`src/rtl/ifetch32_pkg.sv`:
```
// Shared widths, constants, FSM encoding and branch-target helper for the
// ifetch32 instruction fetch stage.
package ifetch32_pkg;

  localparam int FULLW        = 32;
  localparam int BRANCH_SHIFT = 2;
  localparam logic [FULLW-1:0] NOP_I = 32'hF000_0000;

  typedef enum logic [1:0] {
    S_RUN   = 2'd0,
    S_HOLD  = 2'd1,
    S_REDIR = 2'd2
  } fetch_state_e;

  // Target is relative to the ARM-visible PC (word address + 8), word aligned.
  function automatic logic [FULLW-1:0] branch_target(input logic [FULLW-1:0] pc,
                                                     input logic [FULLW-1:0] off);
    logic [FULLW-1:0] t;
    t = pc + FULLW'(8) + off;
    t[BRANCH_SHIFT-1:0] = '0;
    return t;
  endfunction

endpackage

```
`src/rtl/ifetch32_skid.sv`:
```
// One-entry skid buffer: catches the word returning from memory while decode
// is held by a downstream stall.
module fetch_skid
  import ifetch32_pkg::*;
(
  input  logic             clk,
  input  logic             rst,
  input  logic             load,
  input  logic             drain,
  input  logic             flush,
  input  logic [FULLW-1:0] d_i,
  input  logic [FULLW-1:0] d_pc,
  output logic             valid,
  output logic [FULLW-1:0] q_i,
  output logic [FULLW-1:0] q_pc
);

  logic             valid_q, valid_d;
  logic [FULLW-1:0] i_q, i_d;
  logic [FULLW-1:0] pc_q, pc_d;

  always_comb begin
    valid_d = valid_q;
    i_d     = i_q;
    pc_d    = pc_q;
    if (flush) begin
      valid_d = 1'b0;
    end else if (load) begin
      valid_d = 1'b1;
      i_d     = d_i;
      pc_d    = d_pc;
    end else if (drain) begin
      valid_d = 1'b0;
    end
  end

  always_ff @(posedge clk) begin
    if (rst) begin
      valid_q <= 1'b0;
      i_q     <= NOP_I;
      pc_q    <= '0;
    end else begin
      valid_q <= valid_d;
      i_q     <= i_d;
      pc_q    <= pc_d;
    end
  end

  assign valid = valid_q;
  assign q_i   = i_q;
  assign q_pc  = pc_q;

endmodule

```
`src/rtl/ifetch32.sv`:
```
// Instruction fetch stage: PC generation, synchronous imem requests, decode
// register with one-entry skid, and branch redirect with wrong-path squash.
module ifetch32
  import ifetch32_pkg::*;
#(
  parameter logic [FULLW-1:0] RESET_PC = 32'h0000_0000
) (
  input  logic             clk,
  input  logic             rst,
  output logic [FULLW-1:0] imem_addr_out,
  output logic             imem_rd_out,
  input  logic [FULLW-1:0] imem_data_in,
  input  logic             stall_in,
  input  logic             ib_in,
  input  logic [FULLW-1:0] bv_in,
  input  logic             bl_in,
  output logic [FULLW-1:0] i_out,
  output logic             i_valid_out,
  output logic [FULLW-1:0] pc_out,
  output logic [FULLW-1:0] link_addr_out
);

  fetch_state_e     state_q, state_d;
  logic [FULLW-1:0] fetch_pc_q, fetch_pc_d;
  logic             f_valid_q, f_valid_d;
  logic [FULLW-1:0] f_pc_q, f_pc_d;
  logic [FULLW-1:0] dec_i_q, dec_i_d;
  logic [FULLW-1:0] dec_pc_q, dec_pc_d;
  logic             dec_v_q, dec_v_d;

  logic             issue, redirect;
  logic             skid_load, skid_drain, skid_flush;
  logic             skid_valid;
  logic [FULLW-1:0] skid_i, skid_pc;

  // The link value is always driven; bl_in carries no extra behaviour here.
  logic unused_bl;
  assign unused_bl = bl_in;

  fetch_skid u_skid (
    .clk   (clk),
    .rst   (rst),
    .load  (skid_load),
    .drain (skid_drain),
    .flush (skid_flush),
    .d_i   (imem_data_in),
    .d_pc  (f_pc_q),
    .valid (skid_valid),
    .q_i   (skid_i),
    .q_pc  (skid_pc)
  );

  // A branch is only honoured once the branch word is actually leaving decode.
  assign redirect = ib_in && dec_v_q && !stall_in;

  always_comb begin
    state_d    = state_q;
    fetch_pc_d = fetch_pc_q;
    dec_i_d    = dec_i_q;
    dec_pc_d   = dec_pc_q;
    dec_v_d    = dec_v_q;
    issue      = 1'b0;
    skid_load  = 1'b0;
    skid_drain = 1'b0;
    skid_flush = 1'b0;

    case (state_q)
      S_RUN, S_HOLD: begin
        if (redirect) begin
          state_d    = S_REDIR;
          fetch_pc_d = branch_target(dec_pc_q, bv_in);
          skid_flush = 1'b1;
          dec_v_d    = 1'b0;
          dec_i_d    = NOP_I;
        end else if (stall_in) begin
          if (f_valid_q) begin
            if (dec_v_q) begin
              skid_load = 1'b1;
            end else begin
              dec_v_d  = 1'b1;
              dec_i_d  = imem_data_in;
              dec_pc_d = f_pc_q;
            end
          end
          if (dec_v_q || f_valid_q) state_d = S_HOLD;
        end else begin
          issue   = 1'b1;
          state_d = S_RUN;
          if (skid_valid) begin
            skid_drain = 1'b1;
            dec_v_d    = 1'b1;
            dec_i_d    = skid_i;
            dec_pc_d   = skid_pc;
          end else if (f_valid_q) begin
            dec_v_d  = 1'b1;
            dec_i_d  = imem_data_in;
            dec_pc_d = f_pc_q;
          end else begin
            dec_v_d = 1'b0;
            dec_i_d = NOP_I;
          end
        end
      end
      S_REDIR: begin
        if (!stall_in) begin
          issue   = 1'b1;
          state_d = S_RUN;
        end
      end
      default: state_d = S_RUN;
    endcase

    if (issue) fetch_pc_d = fetch_pc_q + FULLW'(4);
    f_valid_d = issue;
    f_pc_d    = fetch_pc_q;
  end

  always_ff @(posedge clk) begin
    if (rst) begin
      state_q    <= S_RUN;
      fetch_pc_q <= RESET_PC;
      f_valid_q  <= 1'b0;
      f_pc_q     <= '0;
      dec_i_q    <= NOP_I;
      dec_pc_q   <= '0;
      dec_v_q    <= 1'b0;
    end else begin
      state_q    <= state_d;
      fetch_pc_q <= fetch_pc_d;
      f_valid_q  <= f_valid_d;
      f_pc_q     <= f_pc_d;
      dec_i_q    <= dec_i_d;
      dec_pc_q   <= dec_pc_d;
      dec_v_q    <= dec_v_d;
    end
  end

  assign imem_addr_out = fetch_pc_q;
  assign imem_rd_out   = issue && !rst;
  assign i_out         = dec_i_q;
  assign i_valid_out   = dec_v_q;
  assign pc_out        = dec_pc_q;
  assign link_addr_out = dec_pc_q + FULLW'(4);

endmodule
```
`config.mk`:
```
export PLATFORM = sky130hd
export DESIGN_NAME = ifetch32
export DESIGN_NICKNAME = d
export VERILOG_FILES = /design/src/rtl/ifetch32_pkg.sv /design/src/rtl/ifetch32_skid.sv /design/src/rtl/ifetch32.sv
export SDC_FILE = /design/constraint.sdc
export NUM_CORES = 1
export LEC_CHECK = 0
export ABC_CLOCK_PERIOD_IN_PS = 4900
export CAP_MARGIN = 30
export CORE_ASPECT_RATIO = 1.25
export CORE_UTILIZATION = 53
export CTS_CLUSTER_DIAMETER = 120
export DETAILED_ROUTE_END_ITERATION = 10
export GPL_TIMING_DRIVEN = 0
export PLACE_DENSITY = 0.82
export SLEW_MARGIN = 10
export SYNTH_ARGS = -nofsm -noshare
export SYNTH_HDL_FRONTEND = slang
export SYNTH_SLANG_ARGS = --single-unit
```
`constraint.sdc`:
```
create_clock -name clk -period 4.9 [get_ports clk]
set_clock_uncertainty 0.2 [all_clocks]
set_input_delay 1.225 -clock clk [delete_from_list [all_inputs] [get_ports clk]]
set_output_delay 1.225 -clock clk [all_outputs]
set_load 0.01 [all_outputs]
```
### Word-level counts from Yosys, hierarchy flattened

Cells that the tools add are included.

* register bits after elaboration: 197
* input port bits: 69
* output and inout bits: 130
* logic and storage cells: 83

* $add $sub $neg: 4
* equality and inequality tests: 8
* muxes and demuxes: 40
* bitwise gates (word level): 2
* reduce and logical (&&, ||, !) cells: 19

Operators by type and width (number)
* 32-bit 2-to-1 mux: 14
* 32-bit by 3-bit adder with 32-bit output (second input constant): 2
* 32-bit adder: 1
* 32-bit by 4-bit adder with 32-bit output (second input constant): 1
* 1-bit 2-to-1 mux: 20
* 2-bit 2-to-1 mux: 4
* 2-bit AND reduction: 4
* 2-bit nonzero test: 4
* 5-bit AND reduction: 1
* 2-bit != test (second input constant): 2
* 4-bit != test (second input constant): 1
* 2-bit one-hot mux with 2 select lines: 1
* 2-bit OR reduction: 2
* 1-bit logical AND: 3
* 3-bit by 1-bit != test with 1-bit output (second input constant): 1
* 3-bit by 2-bit != test with 1-bit output (second input constant): 1
* 3-bit AND reduction: 1
* 2-bit by 1-bit == test with 1-bit output (second input constant): 1
* 2-bit == test (second input constant): 1
* 1-bit logical NOT: 2
* 2-bit logical NOT: 1
* 2-bit by 1-bit != test with 1-bit output (second input constant): 1
* 1-bit NOT: 2
* 1-bit one-hot mux with 2 select lines: 1
* 1-bit logical OR: 1

### Logic depth before layout (Yosys ltp)

Gate-level depths: netlist of the first run.

* depth after elaboration: 6
* gate-level depth with buffers: 11
* depth with buffers taken out: 11

### Cells and area by module

Synthesis of the first run repeated with hierarchy kept, for this count alone.

* cells, all modules: 1368
* area, all modules: 11649.9 um^2

Modules (own cells, without submodules)
* ifetch32: times used 1, cells each 1074, area an instance 8111.5 um^2, sequential area each 2562.5 um^2
* fetch_skid: times used 1, cells each 294, area an instance 3538.4 um^2, sequential area each 1301.2 um^2

### Worst setup path after synthesis of the first run

OpenSTA, ideal clock, no wires.

* path type: input to register
* start: input port bv_in[11]
* end: register fetch_pc_q[26], in the netlist imem_addr_out[26]
* library setup time: 0.062 ns
* arrival: 3.578 ns
* required time: 4.638 ns
* setup slack: 1.060 ns
* stages on the path: 10
* buffers on the path: 1
* path through: ha_1 ha_1 clkbuf_1 nand4_1 a21oi_1 a211oi_1 o41ai_2 a221oi_1 or4b_2 nand3_1

* longest elaborated chain between the ends: 4

Ends and longest elaborated chain
* from (decl): RTL line ifetch32.sv:15 `input logic [FULLW-1:0] bv_in,`
* 32-bit adder: RTL line ifetch32_pkg.sv:19 `t = pc + FULLW'(8) + off;`
* 32-bit 2-to-1 mux: RTL line ifetch32.sv:69 `if (redirect) begin`
* 32-bit 2-to-1 mux: RTL line ifetch32.sv:67 `case (state_q)`
* 32-bit 2-to-1 mux: RTL line ifetch32.sv:113 `if (issue) fetch_pc_d = fetch_pc_q + FULLW'(4);`
* to (signal assigned): RTL line ifetch32.sv:129 `fetch_pc_q <= fetch_pc_d;`
* to (decl): RTL line ifetch32.sv:24 `logic [FULLW-1:0] fetch_pc_q, fetch_pc_d;`

No other way between the ends. The select of a mux whose other input is x is not followed.
A chain may end at the register's enable or synchronous reset.

### Worst setup path in the final report of the first run

* start: input port stall_in
* end: output port imem_rd_out

* longest elaborated chain between the ends: 5
* elaborated cells on any way between the ends: 6
* classes of those cells: mux: 3; reduce/logical: 3

Ends and longest elaborated chain
* from (decl): RTL line ifetch32.sv:13 `input logic stall_in,`
* 1-bit logical NOT
* 1-bit logical AND: RTL line ifetch32.sv:54 `assign redirect = ib_in && dec_v_q && !stall_in;`
* 1-bit 2-to-1 mux: RTL line ifetch32.sv:69
* 1-bit one-hot mux with 2 select lines *: RTL line ifetch32.sv:67
* 1-bit logical AND *: RTL line ifetch32.sv:139 `assign imem_rd_out = issue && !rst;`
* to (decl): RTL line ifetch32.sv:11 `output logic imem_rd_out,`

Every way passes the cells marked *; elsewhere a longest branch is shown, timed or not.

==> metrics.md, run 1 <==
| Metric | Value |
|---|---|
| Placed cell count | 1777 |
| CORE AREA | approximately 19000 µm² |
| Status | completed |
| Vias per std cell | just under 6 |
| Initial core utilization | about 54% |
| Placed cell areas | roughly 12000 µm² |
| Nets | 1693 |
| Synthesized instance count | ~1400 |
| Cell Area, Synth | about 10000 µm² |
| Yosys cell types | 61 |
| Worst EP required | ~3.5 ns |
| Post-CTS Hold Buffers | 0 |
| Synth top area cells | dfxtp_1 37%, nand2_1 11%, a21oi_1 8.7%, ha_1 7.4%, nor2_1 4.3% |
| Non-filler cells, final | 1809 |
| Worst setup SP type | primary input |
| Tmin final | between 4 and 5 ns |
| Seq/Total Area, Yosys | 37.2% |
| 1st-iter DRT viols | ~1000 |
| WL/cell | 17.6 µm |
| Area Overhead vs Synth | 27.7% |
| PwrDens | approximately 300 nW/µm² |
| Maximum number of pins on one net before global-route repair | 20 |
| Vias post-DR | between 10000 and 15000 |
| Pre-CTS setup slack | -0.617 ns |
| CTS Buf Count | 17 |
| Vias in the first global route | about 9900 |
| P_leak | between 4 and 5 nW |
| CTS Root Buffer Type | clkbuf_16 |
| Antenna cell count | 0 |
| Initial antenna violation count | 0 |
| Post-synth ARST share | 0% |
| Setup violators final | 0 |
| Fin util | a little under 70% |
| Number of max-cap violations | 0 |
| FP Rows | 56 |
| RSZ-0062 raised after global routing | no |
| Syn avg cell area | roughly 7.5 µm² |
| I/O Buffers | 189 |
| Worst R2R Start | pc_out[9] |
| Largest area contributor in the netlist | dfxtp_1 |
| Fmax | around 200 MHz |
| Reg clk slew, reported paths | approximately 0.080 ns |
| Post-synth EDFFs | 0 |
| Drt first pass iters | 6 |
| Clk sink count | 189 |
| Die height | ~160 µm |
| Slew Viols, Final | 0 |
| Main synth FF type | dfxtp_1 |
| ANT nets after route | 0 |
| Grt total ovfl | 0 |
| Yosys Warn Count | 0 |
| Setup_tns | 0 ns |
| Worst hold start | f_pc_q[29] |
| Worst rel slew slack | between 30% and 40% |
| Actual slew at the worst max-slew pin | 1.02 ns |
| Final instance area | 13000 µm² |
| Crit Path Max Fanout | 14 |
| CTS tree | built |
| First-pass GRT wire length | about 51000 µm |
| Die W | approximately 130 µm |
| VDD IR max | about 0.23 mV |
| Worst-Skew Late Latency | 0.44 ns |
| Tcrit/Tclk final | 99.5% |
| Register bit count reported by yosys | 189 |
| Gr usage total | around a third |
| Final Hold Fails | 0 |
| CP Launch Point | stall_in |
| Endpoint class of the critical path | output pin |
| Clock buffer depth | 2 |
| Die ar. | roughly 20000 µm² |
| Min-delay worst type | reg2reg |
| Share of cells above drive strength 1 | about 3.8% |
| CP arrival | between 3 and 4 ns |
| Routability cong. | 0.946 |
| R2r setup slk | 1.17 ns |
| Yosys top cell area share | 37.2% |
| I/O pin count | slightly below 200 |
| DRC | 0 |
| Fin worst setup slack | 0.0259 ns |
| CP Class | in2out |
| Htree depth | 4 |
| Hpwl dp | approximately 23000 µm |
| Total Wirelength | around 32000 µm |
## layer usage
layer	track usage, %	part of all wire [%]	vias up
met5	0	0	-
met4	13.9	3.1	0
met3	6.26	6.8	93
met2	58.0	50	437
met1	37.3	40	4936
li1	-	-	5147
## per-stage QoR
stage / hold WS (ns) / power [mW]
after CTS: 0.252 / 3.86
after detailed placement: 0.241 / 2.51
final: 0.253 / 3.87
after floorplan: 0.232 / 2.16
after global routing: 0.269 / 4.02
after global placement: 0.236 / 2.50
## final timing paths
check / endpoint / depth (start not counted)
min: u_skid.q_pc[29] / 2
min reg2reg: u_skid.q_pc[29] / 2
max reg2reg: imem_addr_out[26] / 9
max: imem_rd_out / 6
## worst max-delay path, cell delays in order
cell and delay [ns]:
clkdlybuf4s50_1 0.56, a21oi_4 0.20, nand2_1 0.33, clkbuf_2 0.35, nor2_2 0.21, clkdlybuf4s50_1 0.57
## sequential cells by signal, summed over array words and instances, names as in the netlist
| signal | cells |
|---|---|
| u_skid.valid | 1 |
| state_q | 2 |
| i_valid_out | 1 |
| imem_addr_out | 30 |
| pc_out | 30 |
| f_pc_q | 30 |
| u_skid.q_pc | 30 |
| i_out | 32 |
| f_valid_q | 1 |
| u_skid.q_i | 32 |
## cells by family after synthesis
logic type | share of synthesized area [%]
AOI/OAI and AO/OA | 21.0
adders and majority gates | 7.39
muxes | 0.296
and+or+nand+nor | 25.3
DFF | 37.2
other | 0.0369
buffers and inverters | 4.36
xor gates and xnor gates | 4.40
## cell type report
cell class | instances | area [µm²]
Buffer | 92 | 373
Timing Repair Buffer | 190 | 1900
Inverter | 18 | 67.6
Tap cell | 232 | 290
Multi-Input combinational cell | 1056 | 5990
Clock inverter | 15 | 150
Sequential cell | 189 | 3780
Clock buffer | 17 | 425
Fill cell | 1602 | 5800
## repair_timing
action | in CTS | in global routing
buffers inserted | 1 | 0
setup endpoints to repair | 5 | 2
gates resized for setup | 6 | 2
pin swaps | 0 | 0
gates cloned | 0 | 0
## cell usage after synthesis, types with 20 or more instances
master    count
nand3_1      38
o21ai_0      46
ha_1         60
a311oi_1     32
a21oi_1     177
clkbuf_1     79
nor3_1       21
nand4_1      20
xnor2_1      33
nand2_1     309
nor2b_1      31
dfxtp_1     189
nor2_1      116
## cell usage in the layout (no fill, tap or decap), drive strengths merged, types with 5 or more instances in the layout
cell type,instances
nor2b,31
dfxtp,189
xor2,18
a311oi,32
nand3,38
a21o,14
a211oi,11
o21ai,47
inv,25
nor3,21
nand2b,6
o211ai,6
a211o,7
ha,60
nand3b,7
or3,6
conb,7
a31oi,11
buf,15
nor2,116
o31ai,5
clkdlybuf4s50,189
nand2,309
clkbuf,95
a21oi,177
and3,13
nand4,21
clkinv,5
xnor2,33
## power by group
group | total [mW] | leakage (nW) | switching, mW | internal (mW)
sequential | 1.69 | 1.54 | 0.0917 | 1.60
clock | 1.37 | 0.276 | 0.692 | 0.679
combinational | 0.807 | 2.98 | 0.443 | 0.364
total | 3.87 | 4.79 | 1.23 | 2.65
(Power assumes the default switching activity.)
==> inputs of run 2 (changes only) <==
--- a/config.mk
+++ b/config.mk
@@ -7,12 +7,14 @@
 export LEC_CHECK = 0
 export ABC_CLOCK_PERIOD_IN_PS = 4900
 export CAP_MARGIN = 30
+export CELL_PAD_IN_SITES_DETAIL_PLACEMENT = 1
+export CELL_PAD_IN_SITES_GLOBAL_PLACEMENT = 1
 export CORE_ASPECT_RATIO = 1.25
-export CORE_UTILIZATION = 53
+export CORE_UTILIZATION = 38
 export CTS_CLUSTER_DIAMETER = 120
 export DETAILED_ROUTE_END_ITERATION = 10
 export GPL_TIMING_DRIVEN = 0
-export PLACE_DENSITY = 0.82
+export PLACE_DENSITY_LB_ADDON = 0.1
 export SLEW_MARGIN = 10
 export SYNTH_ARGS = -nofsm -noshare
 export SYNTH_HDL_FRONTEND = slang
==> run 2 against run 1 <==
Net effect:
- worst setup slack gained 0.0087 ns
- cell count is 6.0% higher
- via count down 0.71%
- utilization shrank 19 points
- register-to-register slack lost 0.08 ns
- clock power is essentially flat
- critical path type unchanged
==> metrics.md, run 2 (same netlist as run 1, synthesis figures left out) <==
| Metric | Value |
|---|---|
| Status | completed |
| Nets | ~1700 |
| Reg clk slew, reported paths | approximately 0.060 ns |
| Slew Viols, Final | 0 |
| DRC | 0 |
| Number of gates resized after CTS | 11 |
| Final instance area | ~13000 µm² |
| Fmax | 206 MHz |
| Grt total ovfl | 0 |
| FP Rows | 66 |
| Worst EP required | 3.47 ns |
| Setup violators final | 0 |
| 1st-iter DRT viols | slightly above 500 |
| VDD IR max | about 0.23 mV |
| Die ar. | approximately 27000 µm² |
| Clock buffer depth | 2 |
| RSZ-0062 raised after global routing | no |
| Vias in the first global route | between 10000 and 15000 |
| Gr usage total | between 20% and 30% |
| Routability cong. | 0.944 |
| Vias post-DR | about 11000 |
| Highest metal used | met4 |
| Total Wirelength | between 30000 and 40000 µm |
| Die height | between 150 and 200 µm |
| P_leak | between 4 and 5 nW |
| Worst rel slew slack | 39.9% |
| CP Class | in2out |
| Tcrit/Tclk final | 99.3% |
| CP Launch Point | ib_in |
| Setup_tns | 0 ns |
| Commonest non-fill, non-tap cell in the layout | nand2_1 |
| I/O pin count | 199 |
| CORE AREA | 26200 µm² |
| Endpoint class of the critical path | output pin |
| Vias per std cell | between 5 and 6 |
| Min-delay worst type | reg2reg |
| Area Overhead vs Synth | 29.2% |
| Non-filler cells, final | roughly 1900 |
| CTS Root Buffer Type | clkbuf_16 |
| Placed cell areas | approximately 13000 µm² |
| Placed cell count | approximately 1900 |
| Initial core utilization | approximately two fifths |
| Die W | 148 µm |
| First-pass GRT wire length | about 57000 µm |
| Worst R2R Start | pc_out[9] |
| Worst-Skew Late Latency | between 0.4 and 0.5 ns |
| Number of max-cap violations | 0 |
| Drt first pass iters | 6 |
| Final Hold Fails | 0 |
| Worst hold start | u_skid.q_i[4] |
| Fin util | about half |
| Actual slew at the worst max-slew pin | about 0.9 ns |
| Initial antenna violation count | 0 |
| Hpwl dp | 27800 µm |
| FILL cells | around 3300 |
| M1 WL | around 16000 µm |
| CP arrival | around 3.4 ns |
| Metal3 WL | between 1000 and 1500 µm |
| WL/cell | approximately 19 µm |
| Worst setup SP type | primary input |
| Htree depth | 4 |
| ANT nets after route | 0 |
| PwrDens | approximately 300 nW/µm² |
| Post-CTS setup buffers | 0 |
| Clk sink count | 189 |
| Maximum number of pins on one net before global-route repair | 17 |
| Commonest non-fill, non-tap cells in the layout | 308 x nand2_1, 188 x clkdlybuf4s50_1, 184 x dfxtp_1, 176 x a21oi_1, 113 x nor2_1 |
| CTS tree | built |
| CTS Buf Count | 17 |
| I/O Buffers | 189 |
| Tmin final | 4.87 ns |
| Antenna cell count | 0 |
| Share of cells above drive strength 1 | 4.06% |
| Routed wl met2 | roughly 17000 µm |
| Post-CTS Hold Buffers | 0 |
| Crit Path Max Fanout | 14 |
run 2: stage by stage:
step / hold WS [ns] / setup WS (ns) / power [mW]
after floorplan: 0.232 / 1.06 / 2.16
after CTS: 0.260 / 0.0116 / 3.93
after detailed placement: 0.248 / -0.912 / 2.55
after global placement: 0.242 / -0.944 / 2.53
final: 0.257 / 0.0347 / 3.91
after global routing: 0.277 / 0.0230 / 4.09
run 2: report_power, final:
part | internal (mW) | leakage, nW | switching [mW]
combinational | 0.364 | 2.98 | 0.448
sequential | 1.60 | 1.54 | 0.109
clock | 0.776 | 0.279 | 0.610
run 2: worst max-delay path, cell delays in order:
cell and delay (ns):
clkdlybuf4s50_1 0.55, nand3b_1 0.42, nand2_4 0.20, clkbuf_4 0.27
nor2_2 0.20, clkdlybuf4s50_1 0.57
run 2: metal layers:
metal / global-route usage, % / vias up
met4: 8.91 / 0
li1: - / 5131
met5: 0 / -
met2: 45.9 / 259
met1: 34.5 / 5093
met3: 3.35 / 55
run 2: final timing paths:
kind,end,slack [ns],depth (start not counted)
worst max register to register,imem_addr_out[30],1.09,9
worst max-delay path,imem_rd_out,0.03,6
worst min register to register,u_skid.q_i[4],0.26,2
worst min-delay path,u_skid.q_i[4],0.26,2
run 2: layout make-up:
cell class / count / area [µm²] / area share [%]
sequential: 189 / 3790 / 28.9
timing repair buffer: 190 / 1900 / 14.4
inverter: 18 / 67.6 / 0.515
buffer: 92 / 377 / 2.87
clock inverter: 11 / 116 / 0.887
tap: 340 / 425 / 3.24
clock buffer: 21 / 460 / 3.51
multi-input combinational: 1056 / 5990 / 45.7
